--- src/rtl/riscv_arb_pkg.sv ---
// ============================================================================
// Module   : riscv_arb_pkg
// Brief    : Shared types and default widths for the unified memory port arbiter.
// Revision : 1.0 - initial release
// ============================================================================
`default_nettype none

package riscv_arb_pkg;

    localparam int unsigned DEF_ADDR_W       = 32;
    localparam int unsigned DEF_DATA_W       = 32;
    localparam int unsigned DEF_STARVE_LIMIT = 4;

    typedef enum logic [1:0] {
        ST_IDLE    = 2'd0,
        ST_BUSY_IF = 2'd1,
        ST_BUSY_DM = 2'd2,
        ST_RESP    = 2'd3
    } arb_state_t;

    typedef enum logic {
        OWN_IF = 1'b0,
        OWN_DM = 1'b1
    } arb_owner_t;

endpackage

`default_nettype wire

--- src/rtl/arb_starve_ctr.sv ---
// ============================================================================
// Module   : arb_starve_ctr
// Brief    : Saturating count of data grants issued while fetch waits; flags limit.
// Revision : 1.0 - initial release
// ============================================================================
`default_nettype none

module arb_starve_ctr #(
    parameter int unsigned STARVE_LIMIT = 4
) (
    input  logic clk,
    input  logic reset,
    input  logic inc,
    input  logic clr,
    output logic at_limit
);

    localparam int unsigned c_CNT_W = (STARVE_LIMIT < 1) ? 1 : $clog2(STARVE_LIMIT + 1);
    localparam logic [c_CNT_W-1:0] c_LIMIT = c_CNT_W'(STARVE_LIMIT);

    logic [c_CNT_W-1:0] r_cnt;

    always_ff @(posedge clk or posedge reset) begin
        if (reset) begin
            r_cnt <= '0;
        end else if (clr) begin
            r_cnt <= '0;
        end else if (inc && (r_cnt != c_LIMIT)) begin
            r_cnt <= r_cnt + 1'b1;
        end
    end

    assign at_limit = (r_cnt == c_LIMIT);

endmodule

`default_nettype wire

--- src/rtl/mem_port_arbiter.sv ---
// ============================================================================
// Module   : mem_port_arbiter
// Brief    : Shares one memory port between fetch and data, data-priority,
//            one outstanding transaction. Optional fetch starvation guard
//            enabled by defining ARB_STARVE_GUARD_EN.
// Revision : 1.0 - initial release
// ============================================================================
`default_nettype none

module mem_port_arbiter
    import riscv_arb_pkg::*;
#(
    parameter int unsigned ADDR_W       = DEF_ADDR_W,
    parameter int unsigned DATA_W       = DEF_DATA_W,
    parameter int unsigned STARVE_LIMIT = DEF_STARVE_LIMIT
) (
    input  logic              clk,
    input  logic              reset,
    input  logic              if_req,
    input  logic [ADDR_W-1:0] if_addr,
    output logic              if_gnt,
    output logic              if_rvalid,
    output logic [DATA_W-1:0] if_rdata,
    input  logic              dm_req,
    input  logic              dm_we,
    input  logic [ADDR_W-1:0] dm_addr,
    input  logic [DATA_W-1:0] dm_wdata,
    output logic              dm_gnt,
    output logic              dm_rvalid,
    output logic [DATA_W-1:0] dm_rdata,
    output logic              mem_req,
    output logic              mem_we,
    output logic [ADDR_W-1:0] mem_addr,
    output logic [DATA_W-1:0] mem_wdata,
    input  logic [DATA_W-1:0] mem_rdata,
    input  logic              mem_ready,
    output logic              stall_if,
    output logic              stall_mem
);

    arb_state_t        r_state;
    arb_owner_t        r_owner;
    logic              r_mem_req;
    logic              r_mem_we;
    logic [ADDR_W-1:0] r_mem_addr;
    logic [DATA_W-1:0] r_mem_wdata;
    logic [DATA_W-1:0] r_rdata;
    logic              r_if_rvalid;
    logic              r_dm_rvalid;

    logic w_idle;
    logic w_starve;
    logic w_pick_if;
    logic w_pick_dm;

    assign w_idle    = (r_state == ST_IDLE);
    assign w_pick_if = w_idle & if_req & (~dm_req | w_starve);
    assign w_pick_dm = w_idle & dm_req & ~w_pick_if;

`ifdef ARB_STARVE_GUARD_EN
    // A fetch grant or an idle cycle without fetch demand ends the streak.
    arb_starve_ctr #(
        .STARVE_LIMIT (STARVE_LIMIT)
    ) u_starve_ctr (
        .clk      (clk),
        .reset    (reset),
        .inc      (w_pick_dm & if_req),
        .clr      (w_pick_if | (w_idle & ~if_req)),
        .at_limit (w_starve)
    );
`else
    // Strict data priority; the limit only has meaning with the guard built in.
    assign w_starve = 1'b0 & (STARVE_LIMIT == 0);
`endif

    always_ff @(posedge clk or posedge reset) begin
        if (reset) begin
            r_state     <= ST_IDLE;
            r_owner     <= OWN_IF;
            r_mem_req   <= 1'b0;
            r_mem_we    <= 1'b0;
            r_mem_addr  <= '0;
            r_mem_wdata <= '0;
            r_rdata     <= '0;
            r_if_rvalid <= 1'b0;
            r_dm_rvalid <= 1'b0;
        end else begin
            r_if_rvalid <= 1'b0;
            r_dm_rvalid <= 1'b0;
            case (r_state)
                ST_IDLE: begin
                    if (w_pick_dm) begin
                        r_state     <= ST_BUSY_DM;
                        r_owner     <= OWN_DM;
                        r_mem_req   <= 1'b1;
                        r_mem_we    <= dm_we;
                        r_mem_addr  <= dm_addr;
                        r_mem_wdata <= dm_wdata;
                    end else if (w_pick_if) begin
                        r_state     <= ST_BUSY_IF;
                        r_owner     <= OWN_IF;
                        r_mem_req   <= 1'b1;
                        r_mem_we    <= 1'b0;
                        r_mem_addr  <= if_addr;
                        r_mem_wdata <= '0;
                    end
                end
                ST_BUSY_IF, ST_BUSY_DM: begin
                    if (mem_ready) begin
                        r_state   <= ST_RESP;
                        r_mem_req <= 1'b0;
                        r_rdata   <= r_mem_we ? '0 : mem_rdata;
                        if (r_owner == OWN_IF) begin
                            r_if_rvalid <= 1'b1;
                        end else begin
                            r_dm_rvalid <= 1'b1;
                        end
                    end
                end
                ST_RESP: begin
                    r_state <= ST_IDLE;
                end
                default: begin
                    r_state <= ST_IDLE;
                end
            endcase
        end
    end

    assign if_gnt    = w_pick_if;
    assign dm_gnt    = w_pick_dm;
    assign if_rvalid = r_if_rvalid;
    assign dm_rvalid = r_dm_rvalid;
    assign if_rdata  = r_if_rvalid ? r_rdata : '0;
    assign dm_rdata  = r_dm_rvalid ? r_rdata : '0;
    assign mem_req   = r_mem_req;
    assign mem_we    = r_mem_we;
    assign mem_addr  = r_mem_addr;
    assign mem_wdata = r_mem_wdata;
    assign stall_if  = if_req & ~r_if_rvalid;
    assign stall_mem = dm_req & ~r_dm_rvalid;

endmodule

`default_nettype wire

--- config.mk ---
export PLATFORM = sky130hd
export DESIGN_NAME = mem_port_arbiter
export DESIGN_NICKNAME = d
export VERILOG_FILES = /design/src/rtl/riscv_arb_pkg.sv /design/src/rtl/arb_starve_ctr.sv /design/src/rtl/mem_port_arbiter.sv
export SDC_FILE = /design/constraint.sdc
export NUM_CORES = 1
export LEC_CHECK = 0
export CELL_PAD_IN_SITES_DETAIL_PLACEMENT = 0
export CELL_PAD_IN_SITES_GLOBAL_PLACEMENT = 1
export CORE_MARGIN = 2
export CORE_UTILIZATION = 25
export DETAILED_ROUTE_END_ITERATION = 10
export PLACE_DENSITY_LB_ADDON = 0.1
export SLEW_MARGIN = 20
export SYNTH_ARGS = -nofsm -noshare
export SYNTH_HDL_FRONTEND = slang
export SYNTH_SLANG_ARGS = --single-unit
--- constraint.sdc ---
create_clock -name clk -period 3.2 [get_ports clk]
set_input_delay 0.64 -clock clk [delete_from_list [all_inputs] [get_ports clk]]
set_output_delay 0.64 -clock clk [all_outputs]
set_load 0.02 [all_outputs]
After elaboration in Yosys (flattened, before gate mapping)
Cells that the tools add are included.
- bits of input ports: 134
- bits in read-only memories: 0
- latch bits: 0
- logic and storage cells: 56
- register bits: 103
- RAM bits: 0
- output and inout port bits: 136
- memories kept: 0
- add/subtract/negate cells: 0
- multipliers: 0
- $lt $le $gt $ge: 0
- shift-type cells: 0
- multiplexer cells: 24
- div/mod/pow operators: 0
- bitwise gates (word level): 10
- reduce and logical (&&, ||, !) cells: 8
- equal/unequal tests: 5
- operators by type and width (cell ; count):
    two-way mux 32 bit ; 7
    two-way mux 1 bit ; 12
    AND 1 bit ; 6
    two-way mux 2 bit ; 3
    one-hot mux 2 bit (3 select lines) ; 1
    AND reduction 2 bit ; 3
    == test 2 bit, second input constant ; 2
    inverter 1 bit ; 4
    nonzero test 2 bit ; 2
    inequality test 3 x 2 -> 1 bit, second input constant ; 1
    AND reduction 3 bit ; 1
    == test 2 x 1 -> 1 bit, second input constant ; 1
    zero test 2 bit ; 1
    inequality test 2 bit, second input constant ; 1
    one-hot mux 1 bit (2 select lines) ; 1
    OR reduction 2 bit ; 1

Depth between registers and ports, before layout
- word-level depth: 7
- gate-level depth with buffers: 7
- depth with buffers taken out: 5

Worst setup path before layout
No wires, ideal clock.
- kind: register to output
- start: reg r_state[0]
- end: out dm_gnt
- required time: 2.560 ns
- stages on the path, launching flop included: 7
- arrival time: 1.258 ns
- setup slack: 1.302 ns
- path buffers: 2
- cell sequence: dfrtp_1 > inv_1 > ha_1 > buf_2 > nand2_2 > buf_2 > inv_1
- word-level cells in the longest chain between the ends: 5
- elaborated cells on any way between the ends: 6
- those cells by class: bitwise (5); reduce/logical (1)
- RTL lines (item ; line ; RTL):
    start, declared ; mem_port_arbiter.sv:41 ; arb_state_t r_state;
    start signal, assigned ; mem_port_arbiter.sv:78 ; r_state <= ST_IDLE;
    start signal, assigned ; mem_port_arbiter.sv:93 ; r_state <= ST_BUSY_DM;
    start signal, assigned ; mem_port_arbiter.sv:100 ; r_state <= ST_BUSY_IF;
    zero test 2 bit * ; mem_port_arbiter.sv:56 ; assign w_idle = (r_state == ST_IDLE);
    AND 1 bit (2 in a row) ; mem_port_arbiter.sv:57 ; assign w_pick_if = w_idle & if_req & (~dm_req | w_starve);
    inverter 1 bit ; mem_port_arbiter.sv:58 ; assign w_pick_dm = w_idle & dm_req & ~w_pick_if;
    AND 1 bit * ; mem_port_arbiter.sv:58 ;
    end, declared ; mem_port_arbiter.sv:28 ; output logic dm_gnt,
Mark *: on every way between the ends. The rest lies on a longest branch, timed or not.

Worst setup path after layout
- start: in dm_req
- end: out if_gnt
- word-level cells in the longest chain between the ends: 2
- RTL lines (item ; line ; RTL):
    start, declared ; mem_port_arbiter.sv:24 ; input logic dm_req,
    inverter 1 bit ; mem_port_arbiter.sv:57 ;
    AND 1 bit ; mem_port_arbiter.sv:57 ;
    end, declared ; mem_port_arbiter.sv:21 ; output logic if_gnt,
Every way passes these cells.

==> reports/metrics.cfg <==
[timing]
timing.final.crit_share_pct = 87.9
setup_viol = 0
maxSlewViolCount = 0
rsz0062_at_grt = false
finalSetupTns_ns = 0
tightest_slew_ns = 0.670
fin_crit_ns = 2.81
hold_viol = 0
clock.fmax_ghz = 0.356
finalClockSkew_ns = 0.00710
max-slew-margin-rel_pct = 55.3

[placed_design]
gp_congestion = 0.693
hpwl_um = 10900
placement.io_buffers = 269

[clock_network]
cts_root_buf = clkbuf_16
cts_sinks = 103
postCtsResizedCells = 0
clkTransAtPathRegs_ns = 0.06
hold_buffers = 0
cts-htree-levels = 3
cts_buffers = 9
cts_tree = yes
clkLatencyLatePin_ns = 0.34
cts_setup_buffers = 0
clockBufferDepth = 2

[synth]
avgSynthCellArea_um2 = 10.3
netlist.area_leader.share_pct = 53.2
ys_async_sr_fraction_pct = 100
ys_warn_count = 0
synth.most_common_cell = dfrtp_1
synth_commonest_cells = dfrtp_1 (103), and2_1 (64), nand2b_1 (36)
syn_inst = 469
ys_seq_elements = 103
ys_seq_area_share_pct = 53.2
synth-edff-count = 0
syn_area_um2 = 4850
synthFlopType = dfrtp_1
synth_top_area_cell = dfrtp_1
syn_nets = 605
ys_types = 27
synth_area_leaders = dfrtp_1 (53%), and2_1 (8.3%), mux2i_1 (6.6%)

[critical_path]
critPathLaunchType = input port
worst_setup_path_end_kind = primary output
cp.arrival_ns = 2.17
critPathRequiredTime_ns = 2.56
path_max_fanout = 5
crit_type = input port to primary output

[grt]
grtUsageTotal_pct = 14.6
grt_antenna_before_repair = 0
grt_overflow = 0
first_global_vias = 4374
grt_max_degree = 71
grt_pass1_wl_um = 23400

[route]
drcViolationCount = 0
routed_wl_um = 14800
wl_per_cell_um = 15.0
vias = 4326
via_per_inst = 4.40
drtIter0Drc = 124
first_pass_iters = 4
ant_nets = 0

[die]
design.core.area_um2 = 18900
die_h_um = 143
dieArea_um2 = 20500
row_count = 50
die_w_um = 143
initial_core_util_pct = 25.7
ioPinCount = 270

[worst_hold_path]
hold_class = register to register

[pwr]
leakagePower_nw = 3.48
ir_drop_mv = 0.329
power_density_nw_per_um2 = 839
finalPower_mw = 6.78

[run]
max_cap_violations = 0

[outcome]
status = completed

[final_layout]
diodes = 0
drive_gt1_share_pct = 4.29
nNetsFinal = 856
area_delta_synth_final_pct = 66.7

==> power breakdown <==
group          internal, mW  total [mW]  switching [mW]
Sequential             1.85        2.18           0.329
Clock                 0.620        1.09           0.469
Combinational          1.63        3.51            1.88
==> routing by layer <==
metal  vias to the layer above  GRT usage, %  wire length, um
met5                         -             0                0
met4                         0          5.99              344
met3                        24          4.76             1190
met2                       175          23.8             6900
met1                      1993          17.9             6340
li1                       2134             -                -
==> cells by family (layout without fill, tap and decap cells) <==
kind of cell | Yosys count | in the layout | synth area share [%]
AO/OA/AOI/OAI | 140 | 140 | 18.1
adder cells (fa/ha/maj) | 2 | 2 | 0.516
buffers and inverters | 46 | 300 | 4.41
flip-flops | 103 | 103 | 53.2
multiplexers | 33 | 33 | 6.92
AND/OR/NAND/NOR | 145 | 145 | 16.8
==> through the flow <==
stage | worst slack [ns] | area [um2] | hold WS (ns) | util [%] | cells
after floorplan | 1.30 | 4850 | 0.412 | - | 469
after global placement | 0.374 | 7790 | 0.444 | 41.3 | 969
after detailed placement | 0.383 | 7790 | 0.450 | 41.3 | 969
after CTS | 0.381 | 8080 | 0.457 | 42.8 | 983
after global routing | 0.290 | 8080 | 0.471 | 42.8 | 983
final | 0.387 | 8080 | 0.453 | 42.8 | 983
==> state kept, by name, summed over array words and instances, names as in the netlist <==
register,flops
r_state,2
dm_rvalid,1
mem_addr,32
mem_wdata,32
mem_req,1
mem_we,1
r_owner,1
r_rdata,32
if_rvalid,1
==> cells in the final DEF (no fill, tap or decap) <==
cell type / n
o2bb2ai_1: 1
buf_4: 10
and3_1: 2
mux2i_1: 32
clkbuf_16: 9
bufinv_16: 1
clkdlybuf4s50_1: 269
nand2b_1: 36
ha_2: 1
a22o_1: 33
nor2_1: 2
and2_1: 64
o21ai_0: 35
clkinvlp_4: 3
nand2_2: 3
buf_12: 2
clkbuf_8: 1
nor2b_1: 3
clkbuf_1: 1
a21oi_1: 35
mux2_4: 1
a22oi_1: 1
inv_1: 4
a31oi_1: 33
ha_1: 1
o31ai_1: 1
dfrtp_1: 103
nor4_1: 1
nand2_1: 33
a221o_1: 1
nor3_1: 1
==> area by class of cell <==
type | count | area (um2)
clock inverters | 3 | 45.0
inverters | 5 | 22.5
repair buffers | 281 | 2810
well taps | 260 | 325
flip-flops and latches | 103 | 2580
multi-input cells | 320 | 2060
fillers | 1869 | 10800
clock buffers | 11 | 243
==> path summary, 6_finish.rpt <==
kind,slack (ns),cells after the start,start,end
setup reg to reg,0.83,5,r_state[0],mem_wdata[1]
setup / recovery,0.39,4,dm_req,if_gnt
hold reg to reg,0.45,1,r_owner,if_rvalid
max in group asynchronous,1.78,3,reset,mem_addr[8]
hold / removal,0.45,1,r_owner,if_rvalid
min in group asynchronous,0.69,2,reset,mem_wdata[0]
==> worst max-delay path, cell delays in order <==
cell and delay (ns):
clkdlybuf4s50_1 0.51, nand2b_1 0.25, nor2_1 0.11, clkdlybuf4s50_1 0.66
Note: power is estimated with default switching activity, not from simulation.
